**src/rtl/seq_restoring_divider.sv**
```systemverilog
// Iterative unsigned restoring divider: 2N-bit dividend / N-bit divisor,
// one quotient bit per clock, start/busy/done handshake.
module seq_restoring_divider #(
  parameter int N = 16
) (
  input  logic           clk,
  input  logic           rst_n,
  input  logic           start,
  input  logic [2*N-1:0] dividend,
  input  logic [N-1:0]   divisor,
  output logic           busy,
  output logic           done,
  output logic [2*N-1:0] quotient,
  output logic [N-1:0]   remainder,
  output logic           dbz
);

  localparam int CW = $clog2(2*N+1);

  typedef enum logic [1:0] {IDLE, CALC, DONE} state_t;

  state_t         state, state_nxt;
  logic [CW-1:0]  cnt;
  logic [2*N-1:0] dvd_r;    // shifts dividend out the top, quotient in the bottom
  logic [N-1:0]   dvs_r;
  logic [N:0]     prem;
  logic [N:0]     shifted, trial, prem_nxt;
  logic           q_bit;
  logic           last_iter;

  assign busy      = (state == CALC);
  assign done      = (state == DONE);
  assign last_iter = (cnt == CW'(1));

  // Partial remainder stays below 2*divisor, so an N+1-bit difference has
  // MSB set exactly when the trial subtraction goes negative.
  always_comb begin
    shifted  = {prem[N-1:0], dvd_r[2*N-1]};
    trial    = shifted - {1'b0, dvs_r};
    q_bit    = ~trial[N];
    prem_nxt = q_bit ? trial : shifted;
  end

  always_comb begin
    state_nxt = state;
    case (state)
      IDLE: if (start) state_nxt = (divisor == '0) ? DONE : CALC;
      CALC: if (last_iter) state_nxt = DONE;
      DONE: state_nxt = IDLE;
      default: state_nxt = IDLE;
    endcase
  end

  always_ff @(posedge clk or negedge rst_n) begin
    if (!rst_n) state <= IDLE;
    else        state <= state_nxt;
  end

  always_ff @(posedge clk or negedge rst_n) begin
    if (!rst_n) begin
      cnt       <= '0;
      dvd_r     <= '0;
      dvs_r     <= '0;
      prem      <= '0;
      quotient  <= '0;
      remainder <= '0;
      dbz       <= 1'b0;
    end else begin
      case (state)
        IDLE: if (start) begin
          if (divisor == '0) begin
            quotient  <= '1;
            remainder <= dividend[N-1:0];
            dbz       <= 1'b1;
          end else begin
            dvd_r <= dividend;
            dvs_r <= divisor;
            prem  <= '0;
            cnt   <= CW'(2*N);
          end
        end
        CALC: begin
          prem  <= prem_nxt;
          dvd_r <= {dvd_r[2*N-2:0], q_bit};
          cnt   <= cnt - CW'(1);
          if (last_iter) begin
            quotient  <= {dvd_r[2*N-2:0], q_bit};
            remainder <= prem_nxt[N-1:0];
            dbz       <= 1'b0;
          end
        end
        default: ;
      endcase
    end
  end

endmodule

```
**config.mk**
```make
export PLATFORM = sky130hd
export DESIGN_NAME = seq_restoring_divider
export DESIGN_NICKNAME = d
export VERILOG_FILES = /design/src/rtl/seq_restoring_divider.sv
export SDC_FILE = /design/constraint.sdc
export NUM_CORES = 1
export LEC_CHECK = 0
export BUFFER_PORTS_ARGS = -buffer_cell sky130_fd_sc_hd__buf_2
export CAP_MARGIN = 20
export CORE_MARGIN = 5
export CORE_UTILIZATION = 40
export CTS_CLUSTER_SIZE = 10
export DETAILED_ROUTE_END_ITERATION = 10
export SYNTH_ARGS = -nofsm -noshare
export SYNTH_HDL_FRONTEND = slang
export SYNTH_SLANG_ARGS = --single-unit
```
**constraint.sdc**
```tcl
create_clock -name clk -period 2.9 [get_ports clk]
set_clock_uncertainty 0.2 [all_clocks]
set_input_delay 0.145 -clock clk [delete_from_list [all_inputs] [get_ports clk]]
set_output_delay 0.145 -clock clk [all_outputs]
set_load 0.02 [all_outputs]
```
# Yosys cells after proc, flatten, opt, wreduce, memory -nomap -nowiden
# Index checks and enable logic that the tools add are counted.
# word_totals
word_cells	52
input_bits	51
output_inout_bits	51
reg_bits	121
# classes
add_sub_neg	2
mux	26
n_eq_ne	7
bitwise	2
n_reduce_logical	7
# op_table
operator	n
2-to-1 mux 32 bit	5
one-hot mux 32 bit (2 select lines)	2
2-to-1 mux 16 bit	6
one-hot mux 16 bit (2 select lines)	2
subtractor 17 x 16 -> 17 bit	1
zero test 16 bit	1
2-to-1 mux 6 bit	2
one-hot mux 6 bit (2 select lines)	1
equality test 6 x 1 -> 1 bit, second input constant	1
2-to-1 mux 2 bit	3
!= test 2 bit, second input constant	3
AND reduction 3 bit	2
subtractor 6 x 1 -> 6 bit, second input constant	1
one-hot mux 2 bit (2 select lines)	1
AND reduction 4 bit	1
2-to-1 mux 1 bit	3
equality test 2 x 1 -> 1 bit, second input constant	1
equality test 2 bit, second input constant	1
zero test 2 bit	1
!= test 2 x 1 -> 1 bit, second input constant	1
NOT 1 bit	2
one-hot mux 1 bit (2 select lines)	1
AND reduction 2 bit	1
nonzero test 2 bit	1

# Depth between registers and ports, before layout
# depth
word_depth	4
ltp_mapped	11
ltp_nobuf	11

# Least setup slack after synthesis
# Ideal clock, no wire load.
# synth_path
path_type	reg-to-reg
startpoint	register dvd_r[31]
endpoint	register remainder[9]
period_less_slack_ns	2.842
setup_ns	0.084
path_buffers	0
arrival_time_ns	2.558
required_time_ns	2.616
setup_slack_ns	0.058
path_stages_with_launch	12
path_cell_list	dfrtp_1 inv_1 ha_1 inv_1 fa_1 a211oi_2 o211ai_1 and3_1 nor3_4 nor2_2 or4_4 a41oi_2
# synth_between
elab_chain_len	4
# synth_lines
item	line	rtl
start, declared	24	logic [2*N-1:0] dvd_r;
start signal, assigned	76	dvd_r <= dividend;
start signal, assigned	84	dvd_r <= {dvd_r[2*N-2:0], q_bit};
subtractor 17 x 16 -> 17 bit	39	trial = shifted - {1'b0, dvs_r};
2-to-1 mux 16 bit	41	prem_nxt = q_bit ? trial : shifted;
2-to-1 mux 16 bit	86	if (last_iter) begin
one-hot mux 16 bit (2 select lines)	69	case (state)
end signal, assigned	73	remainder <= dividend[N-1:0];
end signal, assigned	88	remainder <= prem_nxt[N-1:0];
end, declared	14	output logic [N-1:0] remainder,
# No other way between the ends. The select of a mux whose other input is x is not followed.
# A chain may end at the register's enable or synchronous reset.

# Worst setup path in the final report
# layout_path
startpoint	register prem[11]
endpoint	register remainder[9]
# layout_between
elab_chain_len	4
# layout_lines
item	line	rtl
start, declared	26	logic [N:0] prem;
start signal, assigned	83	prem <= prem_nxt;
subtractor 17 x 16 -> 17 bit	39	
2-to-1 mux 16 bit	41	
2-to-1 mux 16 bit	86	
one-hot mux 16 bit (2 select lines)	69	
# No other way between the ends. The select of a mux whose other input is x is not followed.

==> results.cfg <==
[outcome]
status = complete, no violations

[floorplan]
die_h_um = 132.6
coreArea_mm2 = 0.01464
ios = 102
start_util_pct = 41.03
rows = 44
die_area_mm2 = 0.01757
die_w_um = 132.6

[clock_tree]
path_clk_slew_ns = 0.06
clock_sinks = 121
cts_tree = yes
cts_root_buf = clkbuf_16
htreeDepth = 4
clockBufferDepth = 2
clock_latency_ns = 0.41
cts_made_buffers = 17

[logic_synthesis]
synth_top_family_by_area = compound AO/OA/AOI/OAI gates
ys_seq_area_share_pct = 50.40
ys_ff_latch = 121
synth_xor_area_share_pct = 2.332
post-synth-top-area-cell = dfrtp_1
synth.distinct_cells = 65
yosys-top-cells-count = dfrtp_1, nand2_1, nor2_1
ys.flop_type = dfrtp_1
synth_fp_nets = 676
avgSynthCellArea_um2 = 9.915
synth_edf_count = 0
ys_top_cells_by_area = dfrtp_1, nand2_1, ha_1, a21oi_1, mux2i_1
synthCells = 606
synthAdderAreaFrac_pct = 4.082
synth-simple-area-share_pct = 14.41
synthMuxAreaShare_pct = 6.664
synth-warning-count = 0
post-synth-top-count-cell = dfrtp_1
syn-cell-area_mm2 = 0.006008
async_flop_share_pct = 100.0
synth_top_area_share_pct = 50.40
synth_compound_area_share_pct = 18.41

[layout]
antenna_cells = 0
post-route-util_pct = 54.96
finalInstanceArea_mm2 = 0.008048
multiInputGateArea_mm2 = 0.002897
final_cells = 967
seq_area_mm2 = 0.003028
layout.nets = 840
drive_gt1_share_pct = 26.82
area_delta_synth_final_pct = 33.94
fillers = 1294

[critical_path]
crit_required_ns = 3.03
start_kind = flip-flop
cp_top_family = simple AND/OR/NAND/NOR gates
worstPathCellList = ha_2 -> nand4_2 -> nand2b_1 -> a32o_2 -> a21oi_4 -> nor2_2 -> or4_4 -> a41oi_2
path_buf_inv = 0
end_kind = flip-flop
cp_data_arrival_time_ns = 2.94
cp_slowest_cell = or4_4
critPathMaxFanout = 5
critical_path_class = reg -> reg
max_stage_delay_ns = 0.52

[pwr]
leakage_nw = 3.689
p_total_mw = 10.76
internal_power_mw = 6.156
seqPwrFrac_pct = 28.7
swShare_pct = 42.80
peakVddDrop_v = 0.0009162
p_switching_mw = 4.607
power_frac_clock_pct = 19.0
pwr-share-comb_pct = 52.3
power.density_mw_per_mm2 = 1337

[sta]
worst_pin_slew_ns = 0.6525
fmax_mhz = 356.7
maxSlewHeadroom_pct = 56.10
fin_crit_sh_pct = 96.68
hold_viol = 0
setup_viol = 0
hold_slack_ns = 0.05207
rsz0062_at_grt = true
period_needed_ns = 2.804
drv_slew = 0

[routing]
wl_per_cell_um = 16.92
dr.pass1.iters = 4
drt_iter0_drc = 312
drcViolationCount = 0
wirelength_um = 16360
drtAntennaViolNets = 0
vias_per_cell = 5.357
vias = 5180

[min_path]
hp-class = in -> async

[placed_design]
placement.io_buffers = 101
dp.cells = 883
place_area_mm2 = 0.006819
hpwl_um = 11270
gp_congestion = 0.8617

[grt]
grt_pass1_wl_um = 27370
antenna_found_initial = 0
overflow = 0
grt_pass1_vias = 5468
grt_max_degree = 81
track_usage_pct = 19.12

[flow_run]
maxCapViolCount = 0
final timing paths:
kind | slack (ns) | cells past startpoint | to | from
max | 0.1 | 8 | remainder[9]$_DFFE_PN0P_ | prem[11]$_DFFE_PN0P_
min | 0.05 | 2 | remainder[3]$_DFFE_PN0P_ | rst_n
max in group asynchronous | 1.68 | 3 | dvd_r[17]$_DFFE_PN0P_ | rst_n
min reg2reg | 0.28 | 1 | quotient[19]$_DFFE_PN0P_ | quotient[19]$_DFFE_PN0P_
max reg2reg | 0.1 | 8 | remainder[9]$_DFFE_PN0P_ | prem[11]$_DFFE_PN0P_
min in group clk | 0.07 | 4 | cnt[3]$_DFFE_PN0P_ | start
sequential cells by signal (all words and copies together) (netlist names):
name and flops:
cnt 6, dbz 1, dvd_r 32, dvs_r 16
prem 16, quotient 32, remainder 16, state 2
what timing repair did:
action                                  4_1_cts  5_1_grt
hold endpoints to repair                    158        0
hold buffers                                 49        0
setup buffers                                 0        3
endpoints found under the setup margin       10       29
pin swaps                                     5        6
resized for setup                            10       22
per-layer routing:
layer | track usage (%) | wire [um]
met1 | 23.73 | 7287
met2 | 31.85 | 7868
met3 | 5.353 | 819
met4 | 7.159 | 389
met5 | 0 | 0
cells in the final DEF, fill, tap and decap left out, types with 3 or more instances in the layout:
cell / n
dfrtp_1: 121
buf_2: 100
nand2_1: 87
nor2_1: 57
dlygate4sd3_1: 49
a21oi_1: 43
o21ai_0: 35
inv_1: 23
mux2i_1: 22
buf_4: 21
a21o_1: 18
clkbuf_16: 17
o22a_1: 16
mux2_2: 16
ha_1: 16
a31oi_1: 12
xnor2_1: 10
nand2b_1: 9
nor4_1: 6
xor2_1: 6
o211ai_1: 5
a22oi_1: 5
clkinv_2: 5
nand3_1: 4
nor3_1: 4
clkinvlp_4: 3
buf_12: 3
kinds of logic after synthesis:
family / Yosys count
muxes: 38
xor gates and xnor gates: 16
DFF: 121
and+or+nand+nor: 190
AOI/OAI and AO/OA: 168
adders and majority gates: 19
buffers and inverters: 54
area by class of cell:
type	instances	area share [%]
Clock inverter	12	1.555
Sequential cell	121	37.62
Clock buffer	20	5.550
Multi-Input combinational cell	431	35.99
Timing Repair Buffer	175	15.30
Tap cell	184	2.861
Inverter	24	1.119
power by group through the flow:
| stage | Combinational, mW | Clock, mW | Sequential (mW) |
|---|---|---|---|
| 4_1_cts | 5.38 | 2.08 | 3.08 |
| 2_1_floorplan | 3.37 | 0 | 3.35 |
| 3_3_place_gp | 5.12 | 0 | 3.06 |
| 6_report | 5.63 | 2.05 | 3.09 |
| 5_1_grt | 6.21 | 2.16 | 3.18 |
| 3_5_place_dp | 5.22 | 0 | 3.10 |
stage by stage:
step / TNS [ns] / setup slack [ns]
6_report: 0 / 0.09620
5_1_grt: -0.04000 / -0.01850
4_1_cts: -0.05566 / -0.02885
3_5_place_dp: -0.1869 / -0.07454
3_3_place_gp: -0.03765 / -0.02433
2_1_floorplan: 0 / 0.05804
No activity file was read; power rests on OpenSTA's default activity.
